File: src/rtl/sprite_compositor.sv
// Multi-sprite overlay with per-frame position commit; 2-cycle pixel latency, one pixel per clock, no backpressure.
// Define SPRITE_COLLISION_EN to build the per-sprite target-colour hit accumulator (hit_flags / hit_valid).
module sprite_compositor #(
  parameter int          NUM_SPRITES = 4,
  parameter int          SPR_SIZE    = 32,
  parameter logic [15:0] KEY_COLOR   = 16'h0000,
  localparam int         IW          = (NUM_SPRITES > 1) ? $clog2(NUM_SPRITES) : 1,
  localparam int         OW          = $clog2(SPR_SIZE)
) (
  input  logic                   clk,
  input  logic                   reset,
  input  logic                   de,
  input  logic                   h_sync_in,
  input  logic                   v_sync_in,
  input  logic [9:0]             x_pixel,
  input  logic [9:0]             y_pixel,
  input  logic [15:0]            camera_pixel,
  input  logic                   is_target_color,
  input  logic                   frame_start,
  input  logic                   spr_wr_en,
  input  logic [IW-1:0]          spr_wr_idx,
  input  logic [9:0]             spr_wr_x,
  input  logic [9:0]             spr_wr_y,
  input  logic                   spr_wr_vis,
  output logic [IW-1:0]          rom_sel,
  output logic [OW-1:0]          rom_x_offset,
  output logic [OW-1:0]          rom_y_offset,
  input  logic [15:0]            rom_pixel,
  output logic [3:0]             red_port,
  output logic [3:0]             green_port,
  output logic [3:0]             blue_port,
  output logic                   de_out,
  output logic                   h_sync,
  output logic                   v_sync,
  output logic [NUM_SPRITES-1:0] hit_flags,
  output logic                   hit_valid
);

  logic [9:0]             sh_x_q  [NUM_SPRITES];
  logic [9:0]             sh_y_q  [NUM_SPRITES];
  logic [NUM_SPRITES-1:0] sh_vis_q;
  logic [9:0]             act_x_q [NUM_SPRITES];
  logic [9:0]             act_y_q [NUM_SPRITES];
  logic [NUM_SPRITES-1:0] act_vis_q;

  // Index compare against each slot means an out-of-range index simply matches nothing.
  always_ff @(posedge clk or negedge reset) begin
    if (!reset) begin
      for (int i = 0; i < NUM_SPRITES; i++) begin
        sh_x_q[i]  <= '0;
        sh_y_q[i]  <= '0;
        act_x_q[i] <= '0;
        act_y_q[i] <= '0;
      end
      sh_vis_q  <= '0;
      act_vis_q <= '0;
    end else begin
      for (int i = 0; i < NUM_SPRITES; i++) begin
        if (spr_wr_en && (spr_wr_idx == IW'(i))) begin
          sh_x_q[i]   <= spr_wr_x;
          sh_y_q[i]   <= spr_wr_y;
          sh_vis_q[i] <= spr_wr_vis;
        end
        if (frame_start) begin
          if (spr_wr_en && (spr_wr_idx == IW'(i))) begin
            act_x_q[i]   <= spr_wr_x;
            act_y_q[i]   <= spr_wr_y;
            act_vis_q[i] <= spr_wr_vis;
          end else begin
            act_x_q[i]   <= sh_x_q[i];
            act_y_q[i]   <= sh_y_q[i];
            act_vis_q[i] <= sh_vis_q[i];
          end
        end
      end
    end
  end

  logic [NUM_SPRITES-1:0] contain;
  always_comb begin
    contain = '0;
    for (int i = 0; i < NUM_SPRITES; i++) begin
      contain[i] = act_vis_q[i]
        && ({1'b0, x_pixel} >= {1'b0, act_x_q[i]})
        && ({1'b0, x_pixel} <= ({1'b0, act_x_q[i]} + 11'(SPR_SIZE - 1)))
        && ({1'b0, y_pixel} >= {1'b0, act_y_q[i]})
        && ({1'b0, y_pixel} <= ({1'b0, act_y_q[i]} + 11'(SPR_SIZE - 1)));
    end
  end

  logic          win_vld_d;
  logic [IW-1:0] win_idx_d;
  logic [OW-1:0] xoff_d, yoff_d;

  // Scan high to low so the lowest containing index is the last one written.
  always_comb begin
    win_vld_d = 1'b0;
    win_idx_d = '0;
    xoff_d    = '0;
    yoff_d    = '0;
    for (int i = NUM_SPRITES - 1; i >= 0; i--) begin
      if (contain[i]) begin
        win_vld_d = 1'b1;
        win_idx_d = IW'(i);
        xoff_d    = OW'(x_pixel - act_x_q[i]);
        yoff_d    = OW'(y_pixel - act_y_q[i]);
      end
    end
  end

  logic          win_vld_q;
  logic [IW-1:0] win_idx_q;
  logic [OW-1:0] xoff_q, yoff_q;
  logic [15:0]   cam_q;
  logic          de_q, hs_q, vs_q;

  always_ff @(posedge clk or negedge reset) begin
    if (!reset) begin
      win_vld_q <= 1'b0;
      win_idx_q <= '0;
      xoff_q    <= '0;
      yoff_q    <= '0;
      cam_q     <= '0;
      de_q      <= 1'b0;
      hs_q      <= 1'b0;
      vs_q      <= 1'b0;
    end else begin
      win_vld_q <= win_vld_d;
      win_idx_q <= win_idx_d;
      xoff_q    <= xoff_d;
      yoff_q    <= yoff_d;
      cam_q     <= camera_pixel;
      de_q      <= de;
      hs_q      <= h_sync_in;
      vs_q      <= v_sync_in;
    end
  end

  assign rom_sel      = win_idx_q;
  assign rom_x_offset = xoff_q;
  assign rom_y_offset = yoff_q;

  // A transparent winner shows the camera, never a lower-priority sprite.
  logic [15:0] pix_sel;
  logic [11:0] rgb_d, rgb_q;
  logic        de_out_q, hs_out_q, vs_out_q;

  assign pix_sel = (win_vld_q && (rom_pixel != KEY_COLOR)) ? rom_pixel : cam_q;
  assign rgb_d   = de_q ? {pix_sel[15:12], pix_sel[10:7], pix_sel[4:1]} : 12'h000;

  logic unused_pix;
  assign unused_pix = ^{pix_sel[11], pix_sel[6:5], pix_sel[0]};

  always_ff @(posedge clk or negedge reset) begin
    if (!reset) begin
      rgb_q    <= '0;
      de_out_q <= 1'b0;
      hs_out_q <= 1'b0;
      vs_out_q <= 1'b0;
    end else begin
      rgb_q    <= rgb_d;
      de_out_q <= de_q;
      hs_out_q <= hs_q;
      vs_out_q <= vs_q;
    end
  end

  assign red_port   = rgb_q[11:8];
  assign green_port = rgb_q[7:4];
  assign blue_port  = rgb_q[3:0];
  assign de_out     = de_out_q;
  assign h_sync     = hs_out_q;
  assign v_sync     = vs_out_q;

`ifdef SPRITE_COLLISION_EN
  logic [NUM_SPRITES-1:0] hits_now, hit_acc_q, hit_flags_q;
  logic                   hit_valid_q;

  assign hits_now = (de && is_target_color) ? contain : '0;

  always_ff @(posedge clk or negedge reset) begin
    if (!reset) begin
      hit_acc_q   <= '0;
      hit_flags_q <= '0;
      hit_valid_q <= 1'b0;
    end else if (frame_start) begin
      hit_flags_q <= hit_acc_q | hits_now;
      hit_acc_q   <= '0;
      hit_valid_q <= 1'b1;
    end else begin
      hit_acc_q   <= hit_acc_q | hits_now;
      hit_valid_q <= 1'b0;
    end
  end

  assign hit_flags = hit_flags_q;
  assign hit_valid = hit_valid_q;
`else
  logic unused_tgt;
  assign unused_tgt = is_target_color;
  assign hit_flags  = '0;
  assign hit_valid  = 1'b0;
`endif

endmodule
File: config.mk
export PLATFORM = sky130hd
export DESIGN_NAME = sprite_compositor
export DESIGN_NICKNAME = d
export VERILOG_FILES = /design/src/rtl/sprite_compositor.sv
export SDC_FILE = /design/constraint.sdc
export NUM_CORES = 1
export LEC_CHECK = 0
export CORE_UTILIZATION = 45
export DETAILED_ROUTE_END_ITERATION = 10
export SYNTH_ARGS = -nofsm -noshare
export SYNTH_HDL_FRONTEND = slang
export SYNTH_SLANG_ARGS = --single-unit
File: constraint.sdc
create_clock -name clk -period 7.5 [get_ports clk]
set_clock_uncertainty 0.05 [all_clocks]
set_input_delay 0.75 -clock clk [delete_from_list [all_inputs] [get_ports clk]]
set_output_delay 0.75 -clock clk [all_outputs]
set_load 0.1 [all_outputs]
==> results_dict.tcl <==
set metrics [dict create \
    share_of_the_cycle_needed_by_the_critical_path_after_routing_pct 54.0 \
    cts.root.buffer_cell "sky130_fd_sc_hd__clkbuf_16" \
    die_area_um2 30100 \
    track_usage_pct 23.5 \
    min-delay-path-class "in -> async" \
    areaGrowthSynthToFinish_pct 16.8 \
    power_leakage_nw 6.95 \
    final-max-slew-violation-count 0 \
    post-cts-setup-buffer-count 0 \
    die_w_um 174 \
    ys_seq_area_share_pct 39.9 \
    max_cap_violations 0 \
    nets 1646 \
    first_global_vias 9710 \
    p_sw_mw 1.63 \
    clock_tree.htree_level_count 1 \
    internal_power_mw 2.74 \
    num_antenna_cells 0 \
    worst_ir_drop_vdd_uv 155 \
    cts_hold_buf 0 \
    drt_iter0_markers 711 \
    timing.fmax_mhz 247 \
    cp.required_ps 7850 \
    gates_resized_cts_repair 0 \
    p_seq_share_pct 33.2 \
    tritoncts_num_sinks 211 \
    drc_errors 0 \
    cp-end-kind "flop" \
    power_density_nw_per_um2 282 \
    ys_warn_count 0 \
    core_area_um2 28900 \
    arrival_ps 4400 \
    grt_antenna_before_repair 0 \
    drt-vias-per-instance 5.46 \
    switching_share_pct 37.3 \
    outcome "finished, final reports clean" \
    fillers 2625 \
    crit_path_start_kind "input pin" \
    synth-main-ff-cell "sky130_fd_sc_hd__dfrtp_1" \
    synth_async_sr_flop_share_pct 100 \
    initial_utilization_pct 45.9 \
    drive_above_1_share_pct 11.1 \
    grt_setup_unrepaired "no" \
    timing_hold_violations_final 0 \
    critical_path_class "in -> reg" \
    dp.final_hpwl_mm 25.8 \
    drt_pass1_iterations 4 \
    crit_fanout 25 \
    synth_enable_flop_cells 0 \
    layout.cells.most_common "sky130_fd_sc_hd__dfrtp_1" \
    totalWireLength_mm 34.4 \
    whs_ps 109 \
    port_buffers 104 \
    count_of_final_setup_violators 0 \
    place_congestion 0.872 \
    grt_max_degree 93 \
    syn_area_per_cell_um2 10.3 \
    wl_per_cell_um 19.3 \
    synth_area_um2 13200 \
    tritoncts.num_buffers 24 \
    yosys.cell_types.count 69 \
    highest_count_cells_in_the_layout_ignoring_fill_and_taps "211 x sky130_fd_sc_hd__dfrtp_1, 168 x sky130_fd_sc_hd__ha_1, 112 x sky130_fd_sc_hd__nand2_1, 109 x sky130_fd_sc_hd__inv_1, 102 x sky130_fd_sc_hd__clkdlybuf4s50_1" \
    cts_tree "built" \
    clockBufferDepth 3 \
    tightest_slew_ps 1010 \
    setup_total_negative_slack_ps 0 \
    slew_headroom_pct 32.2 \
    postSynthCellCount 1281 \
    ioPinCount 115 \
    insertion_delay_ps 530 \
    portion_of_total_power_attributed_to_the_clock_network_pct 27.4 \
    total_gr_overflow 0 \
    clk_pin_slew_worst_paths_ps 60 \
    ant_nets 0 \
    via_count 9752 \
    layout_min_cycle_time_ps 4050 \
    core.rowCount 62 \
    wire_length_of_the_first_global_routing_pass_mm 55.4 \
    die-height_um 174 \
    comb_power_share_pct 39.4 \
    synth.ff_latch_count 211 \
]
-- cell families after synthesis --
logic type      Yosys count  synth area share (%)
compound gates          266                  13.3
buf+inv                 145                  4.40
fa+ha+maj               176                  17.1
simple gates            300                  11.5
other cells               1                0.0283
xor+xnor                 82                  5.43
flops                   211                  39.9
mux                     100                  8.39
-- worst paths after layout --
path | depth (start not counted) | start | slack [ps] | to
setup / recovery | 10 | y_pixel[1] | 3450 | rom_y_offset[1]
hold / removal | 1 | reset | 110 | sh_x_q[8]
max in group asynchronous | 2 | reset | 5850 | act_y_q[20]
hold reg to reg | 0 | vs_q | 300 | v_sync
min in group clk | 0 | vs_q | 300 | v_sync
setup reg to reg | 13 | act_x_q[31] | 3470 | rom_y_offset[1]
-- cell usage after synthesis, types with 11 or more instances --
library cell / count / area share, %
sky130_fd_sc_hd__mux2i_1: 12 / 0.91
sky130_fd_sc_hd__nand2b_1: 15 / 0.71
sky130_fd_sc_hd__o21a_1: 14 / 0.79
sky130_fd_sc_hd__nor2b_1: 17 / 0.80
sky130_fd_sc_hd__nand3_1: 30 / 1.1
sky130_fd_sc_hd__a21o_1: 32 / 1.8
sky130_fd_sc_hd__xor2_1: 13 / 0.86
sky130_fd_sc_hd__a21oi_1: 48 / 1.8
sky130_fd_sc_hd__mux2_2: 88 / 7.5
sky130_fd_sc_hd__nand4_1: 22 / 1.0
sky130_fd_sc_hd__nor3_1: 23 / 0.87
sky130_fd_sc_hd__dfrtp_1: 211 / 40
sky130_fd_sc_hd__ha_1: 168 / 16
sky130_fd_sc_hd__inv_1: 109 / 3.1
sky130_fd_sc_hd__nor2_1: 33 / 0.94
sky130_fd_sc_hd__xnor2_1: 69 / 4.6
sky130_fd_sc_hd__clkbuf_1: 23 / 0.65
sky130_fd_sc_hd__nor4_1: 11 / 0.52
sky130_fd_sc_hd__o21ai_0: 94 / 3.6
sky130_fd_sc_hd__nand2_1: 112 / 3.2
sky130_fd_sc_hd__o211ai_1: 14 / 0.79
-- area by class of cell --
| type | instances | area, um^2 | area share, % |
|---|---|---|---|
| Clock inverter | 7 | 128 | 0.825 |
| Tap cell | 384 | 480 | 3.11 |
| Sequential cell | 211 | 5280 | 34.2 |
| Inverter | 109 | 409 | 2.65 |
| Multi-Input combinational cell | 929 | 7400 | 47.8 |
| Timing Repair Buffer | 112 | 1100 | 7.14 |
| Clock buffer | 33 | 664 | 4.30 |
-- worst max-delay path, cell delays in order --
cell and delay (ps):
sky130_fd_sc_hd__clkdlybuf4s50_1 870, sky130_fd_sc_hd__inv_1 290, sky130_fd_sc_hd__fa_1 480, sky130_fd_sc_hd__nand2b_1 170, sky130_fd_sc_hd__a21oi_1 220, sky130_fd_sc_hd__o21a_1 200, sky130_fd_sc_hd__o2111ai_1 120, sky130_fd_sc_hd__a2111o_1 750
sky130_fd_sc_hd__or2_2 400, sky130_fd_sc_hd__o221a_2 120
-- metal layers --
metal  up-vias  GRT usage [%]  wire [um]  part of all wire [%]
met5         -              0          0                     0
met4         0           5.72        645                   1.9
met1      4703           36.7      18100                    53
met3        41           3.07       1620                   4.7
li1       4777              -          -                     -
met2       231           34.2      14000                    41
-- sequential cells by signal (all words and copies together) (netlist names) --
register	cells
de_out	1
hs_q	1
sh_vis_q	4
rom_x_offset	5
rgb_q	12
cam_q	12
rom_y_offset	5
de_q	1
act_vis_q	4
sh_x_q	40
sh_y_q	40
act_y_q	40
h_sync	1
v_sync	1
rom_sel	2
win_vld_q	1
vs_q	1
act_x_q	40
-- power groups by stage --
stage          logic (mW)  clock network (mW)  registers [mW]
3_5_place_dp         1.71                   0            1.47
5_1_grt              1.90                1.26            1.47
4_1_cts              1.72                1.22            1.45
3_3_place_gp         1.68                   0            1.46
2_1_floorplan        1.03                   0            1.66
6_report             1.72                1.20            1.45
-- through the flow --
step                      util (%)  cell area [um^2]  worst slack [ps]  power, mW  std cells
after floorplan                  -             13300              4240       2.69       1285
after global placement        50.8             14700              2930       3.14       1745
after detailed placement      50.8             14700              2950       3.17       1745
after CTS                     53.6             15500              3500       4.39       1785
after global routing          53.6             15500              3200       4.64       1785
final                         53.6             15500              3450       4.37       1785
(Power assumes the default switching activity.)
